File: src/rtl/hls_deadlock_monitor_param.sv
// Per-instance deadlock monitor: combines owned AXIS stall flags and child monitor
// blocks into a raw condition, filters it by persistence, and records source/events.
module hls_deadlock_monitor_param #(
  parameter int unsigned          NUM_AXIS  = 4,
  parameter int unsigned          NUM_IDLE  = 5,
  parameter int unsigned          NUM_SUB   = 1,
  parameter logic [NUM_AXIS-1:0]  AXIS_MASK = 4'b0100,
  parameter bit                   SUB_PAR   = 1'b0,
  parameter int unsigned          THRESH    = 1,
  parameter bit                   STICKY    = 1'b0,
  parameter bit                   IDLE_GATE = 1'b1,
  parameter int unsigned          EVT_W     = 8
) (
  input  logic                        clock,
  input  logic                        reset,
  input  logic [NUM_AXIS-1:0]         axis_block_sigs,
  input  logic [NUM_IDLE-1:0]         inst_idle_sigs,
  input  logic [NUM_SUB-1:0]          inst_block_sigs,
  input  logic                        clear,
  output logic                        block,
  output logic [NUM_SUB+NUM_AXIS-1:0] block_src,
  output logic [EVT_W-1:0]            evt_count
);

  typedef enum logic [1:0] {S_IDLE, S_SUSPECT, S_BLOCKED} state_t;

  state_t                      state_q, state_d;
  logic [7:0]                  cnt_q, cnt_d;
  logic [NUM_SUB+NUM_AXIS-1:0] src_q, src_d;
  logic [EVT_W-1:0]            evt_q, evt_d;

  logic axis_hit, sub_hit, idle_all, raw, enter;

  always_comb begin
    axis_hit = |(axis_block_sigs & AXIS_MASK);
    sub_hit  = SUB_PAR ? (&inst_block_sigs) : (|inst_block_sigs);
    idle_all = IDLE_GATE && (&inst_idle_sigs);
    raw      = (axis_hit | sub_hit) & ~idle_all;
  end

  always_comb begin
    state_d = state_q;
    cnt_d   = cnt_q;
    src_d   = src_q;
    evt_d   = evt_q;
    enter   = 1'b0;
    case (state_q)
      S_IDLE: begin
        if (raw) begin
          if (THRESH <= 1) begin
            state_d = S_BLOCKED;
            enter   = 1'b1;
          end else begin
            state_d = S_SUSPECT;
            cnt_d   = 8'd1;
          end
        end
      end
      S_SUSPECT: begin
        if (!raw) begin
          state_d = S_IDLE;
          cnt_d   = '0;
        end else if (cnt_q + 8'd1 == 8'(THRESH)) begin
          state_d = S_BLOCKED;
          cnt_d   = '0;
          enter   = 1'b1;
        end else begin
          cnt_d   = cnt_q + 8'd1;
        end
      end
      S_BLOCKED: begin
        if (!STICKY && !raw) state_d = S_IDLE;
      end
      default: begin
        state_d = S_IDLE;
        cnt_d   = '0;
      end
    endcase

    if (enter) begin
      src_d = {inst_block_sigs, axis_block_sigs & AXIS_MASK};
      if (evt_q != '1) evt_d = evt_q + EVT_W'(1);
    end else if (state_d != S_BLOCKED) begin
      src_d = '0;
    end

    // clear wins over everything evaluated above, including a same-cycle entry
    if (clear) begin
      state_d = S_IDLE;
      cnt_d   = '0;
      src_d   = '0;
      evt_d   = '0;
    end
  end

  always_ff @(posedge clock) begin
    if (reset) begin
      state_q <= S_IDLE;
      cnt_q   <= '0;
      src_q   <= '0;
      evt_q   <= '0;
    end else begin
      state_q <= state_d;
      cnt_q   <= cnt_d;
      src_q   <= src_d;
      evt_q   <= evt_d;
    end
  end

  assign block     = (state_q == S_BLOCKED);
  assign block_src = src_q;
  assign evt_count = evt_q;

endmodule

File: config.mk
export PLATFORM = sky130hd
export DESIGN_NAME = hls_deadlock_monitor_param
export DESIGN_NICKNAME = d
export VERILOG_FILES = /design/src/rtl/hls_deadlock_monitor_param.sv
export SDC_FILE = /design/constraint.sdc
export NUM_CORES = 1
export LEC_CHECK = 0
export ABC_AREA = 1
export ABC_CLOCK_PERIOD_IN_PS = 3220
export CORE_MARGIN = 1.5
export CORE_UTILIZATION = 30
export CTS_CLUSTER_SIZE = 8
export DETAILED_ROUTE_END_ITERATION = 6
export GPL_ROUTABILITY_DRIVEN = 1
export PLACE_DENSITY = 0.59
export SYNTH_ARGS = -nofsm -noshare
export SYNTH_HDL_FRONTEND = slang
export SYNTH_SLANG_ARGS = --single-unit
File: constraint.sdc
create_clock -name clock -period 3.22 [get_ports clock]
set_input_delay 0.483 -clock clock [delete_from_list [all_inputs] [get_ports clock]]
set_output_delay 0.483 -clock clock [all_outputs]
set_load 0.005 [all_outputs]
==> flow_metrics.env <==
export IMPL_drt_iter0_drc=23
export IMPL_fillers=382
export IMPL_hold_class="reg -> reg"
export IMPL_fin_nets=201
export IMPL_cts_reportedPaths_clkPinSlew_ns=0.07
export IMPL_gp_congestion=0.759
export IMPL_stdcell_area_um2=1430
export IMPL_dieArea_um2=4190
export IMPL_cts_hold_buf=0
export IMPL_post_dp_hpwl_um=1770
export IMPL_p_leak_nw=0.539
export IMPL_die_h_um=64.7
export IMPL_crit_arrival_ns=1.99
export IMPL_skew_ns=0.00237
export IMPL_grt_use_met1_pct=15.5
export IMPL_dr_pass1_iters=4
export IMPL_fp_row_count=22
export IMPL_cp_max_fo=10
export IMPL_area_growth_synth_to_final_pct=25.2
export IMPL_grt_overflow_total=0
export IMPL_cts_resized=0
export IMPL_drv_slew=0
export IMPL_routedWlPerCell_um=10.4
export IMPL_ant_nets=0
export IMPL_crit_path_end_kind="register"
export IMPL_p_per_area_nw_per_um2=340
export IMPL_antenna_cells=0
export IMPL_drive_above_1_share_pct=9.24
export IMPL_met3_usage_pct=4.17
export IMPL_globalRouteMet2Util_pct=20.9
export IMPL_cp_required_ns=3.40
export IMPL_grt_pass1_vias=962
export IMPL_num_io_pins=27
export IMPL_yosysSeqAreaShare_pct=35.0
export IMPL_total_power_mw=0.486
export IMPL_cts_tree="built"
export IMPL_routed_wl_um=2400
export IMPL_cts_htree_levels=1
export IMPL_maxCapViolCount=0
export IMPL_grt_busiest_layer="met2"
export IMPL_peakVddDrop_mv=0.179
export IMPL_vias=1042
export IMPL_ys_seq_elements=20
export IMPL_outcome="complete, no violations"
export IMPL_cts_sink_count=20
export IMPL_critPathLaunchType="primary input"
export IMPL_min_period_over_period_pct=56.5
export IMPL_finalSetupViolCount=0
export IMPL_clk_latency_ns=0.26
export IMPL_post_place_ws_ns=1.13
export IMPL_avgSynthCellArea_um2=7.02
export IMPL_seqCellArea_um2=400
export IMPL_dp_cells=228
export IMPL_clock_fmax_mhz=550
export IMPL_coreArea_um2=3660
export IMPL_yosysUniqueCellTypes=27
export IMPL_period_needed_ns=1.82
export IMPL_cts_buffers=3
export IMPL_start_util_pct=31.2
export IMPL_grt_pass1_wl_um=4110
export IMPL_dpl_cell_area_um2=1380
export IMPL_setup_ws_ns=1.40
export IMPL_synthesis_area_um2=1140
export IMPL_grt_setup_unrepaired="no"
export IMPL_portBuffers=20
export IMPL_track_usage_pct=12.4
export IMPL_antenna_found_initial=0
export IMPL_cts_buffer_depth=2
export IMPL_stdcell_count=232
export IMPL_hold_worst_slack_ns=0.476
export IMPL_post_route_util_pct=39.1
export IMPL_drcViolationCount=0
export IMPL_worstSetupPathType="in -> reg"
export IMPL_setup_tns_ns=0
export IMPL_multi_input_area_um2=648
export IMPL_clockRootBuffer="clkbuf_8"
export IMPL_cts_setup_buffers=0
export IMPL_yosys_warnings=0
export IMPL_via_per_inst=4.49
export IMPL_grt_max_degree=18
export IMPL_die_x_um=64.7
export IMPL_synthCells=163
export IMPL_hold_violations=0
critical path, stage by stage:
cell	delay [ns]
clkdlybuf4s50_1	0.46
nand2_1	0.05
o22ai_1	0.35
nor2_1	0.11
buf_4	0.20
nand3_4	0.13
nand2_1	0.07
a21oi_1	0.13
power by group:
part	switching [mW]	total [mW]	internal [mW]
logic	0.0208	0.0421	0.0213
registers	0.00238	0.252	0.250
clock network	0.0832	0.192	0.109
total	0.106	0.486	0.380
cell usage in the layout (no fill, tap or decap), drive strengths merged, types with 2 or more instances in the layout:
master / count
nor2: 15
inv: 14
conb: 3
o21ai: 3
nand3: 17
nor3: 2
xor2: 4
xnor2: 2
ha: 3
clkinv: 2
dfxtp: 20
nand2: 47
nand4: 8
clkdlybuf4s50: 20
clkbuf: 4
a21oi: 17
layout make-up:
cell class | count | share of cell area [%]
Sequential cell | 20 | 28.0
Tap cell | 48 | 4.20
Inverter | 16 | 4.20
Timing Repair Buffer | 21 | 14.5
Multi-Input combinational cell | 123 | 45.3
Clock buffer | 4 | 3.85
layer usage:
| layer | routed length [um] | vias up | share of wire [%] |
|---|---|---|---|
| met4 | 16 | 0 | 0.67 |
| met2 | 1160 | 22 | 48 |
| met5 | 0 | - | 0 |
| met3 | 106 | 2 | 4.4 |
| met1 | 1120 | 447 | 47 |
| li1 | - | 571 | - |
kinds of logic after synthesis:
family                     count (synthesis)  synth area share, %
and+or+nand+nor                           90                 38.5
buffers and inverters                     22                 8.97
xor gates and xnor gates                   6                 4.60
DFF                                       20                 35.0
other                                      1                0.328
adders and majority gates                  3                 3.28
AOI/OAI and AO/OA                         21                 9.30
worst paths after layout:
| kind | depth (start not counted) | start | endpoint | slack (ns) |
|---|---|---|---|---|
| setup / recovery | 8 | inst_idle_sigs[0] | evt_count[2]$_SDFFE_PP0P_ | 1.40 |
| hold / removal | 2 | block_src[2]$_SDFFE_PP0P_ | block_src[2]$_SDFFE_PP0P_ | 0.48 |
| setup reg to reg | 10 | cnt_q[1]$_SDFFE_PP0N_ | evt_count[2]$_SDFFE_PP0P_ | 1.46 |
| hold reg to reg | 2 | block_src[2]$_SDFFE_PP0P_ | block_src[2]$_SDFFE_PP0P_ | 0.48 |
Yosys cell counts, drive strengths merged:
cell type / number / share of area (%)
nand2: 47 / 17
dfxtp: 20 / 35
a21oi: 17 / 7.4
nand3: 17 / 9.4
nor2: 15 / 5.6
inv: 14 / 4.6
nand4: 8 / 4.4
buf: 5 / 3.4
xor2: 4 / 3.1
ha: 3 / 3.3
o21ai: 3 / 1.3
clkinv: 2 / 0.66
nor3: 2 / 1.3
xnor2: 2 / 1.5
clkbuf: 1 / 0.33
conb: 1 / 0.33
nor3b: 1 / 1.1
o22ai: 1 / 0.55
registers in the layout (all words and copies together) (netlist names):
| signal | cells |
|---|---|
| block_src | 2 |
| evt_count | 8 |
| cnt_q | 8 |
| state_q | 2 |
Note: power is estimated with default switching activity, not from simulation.
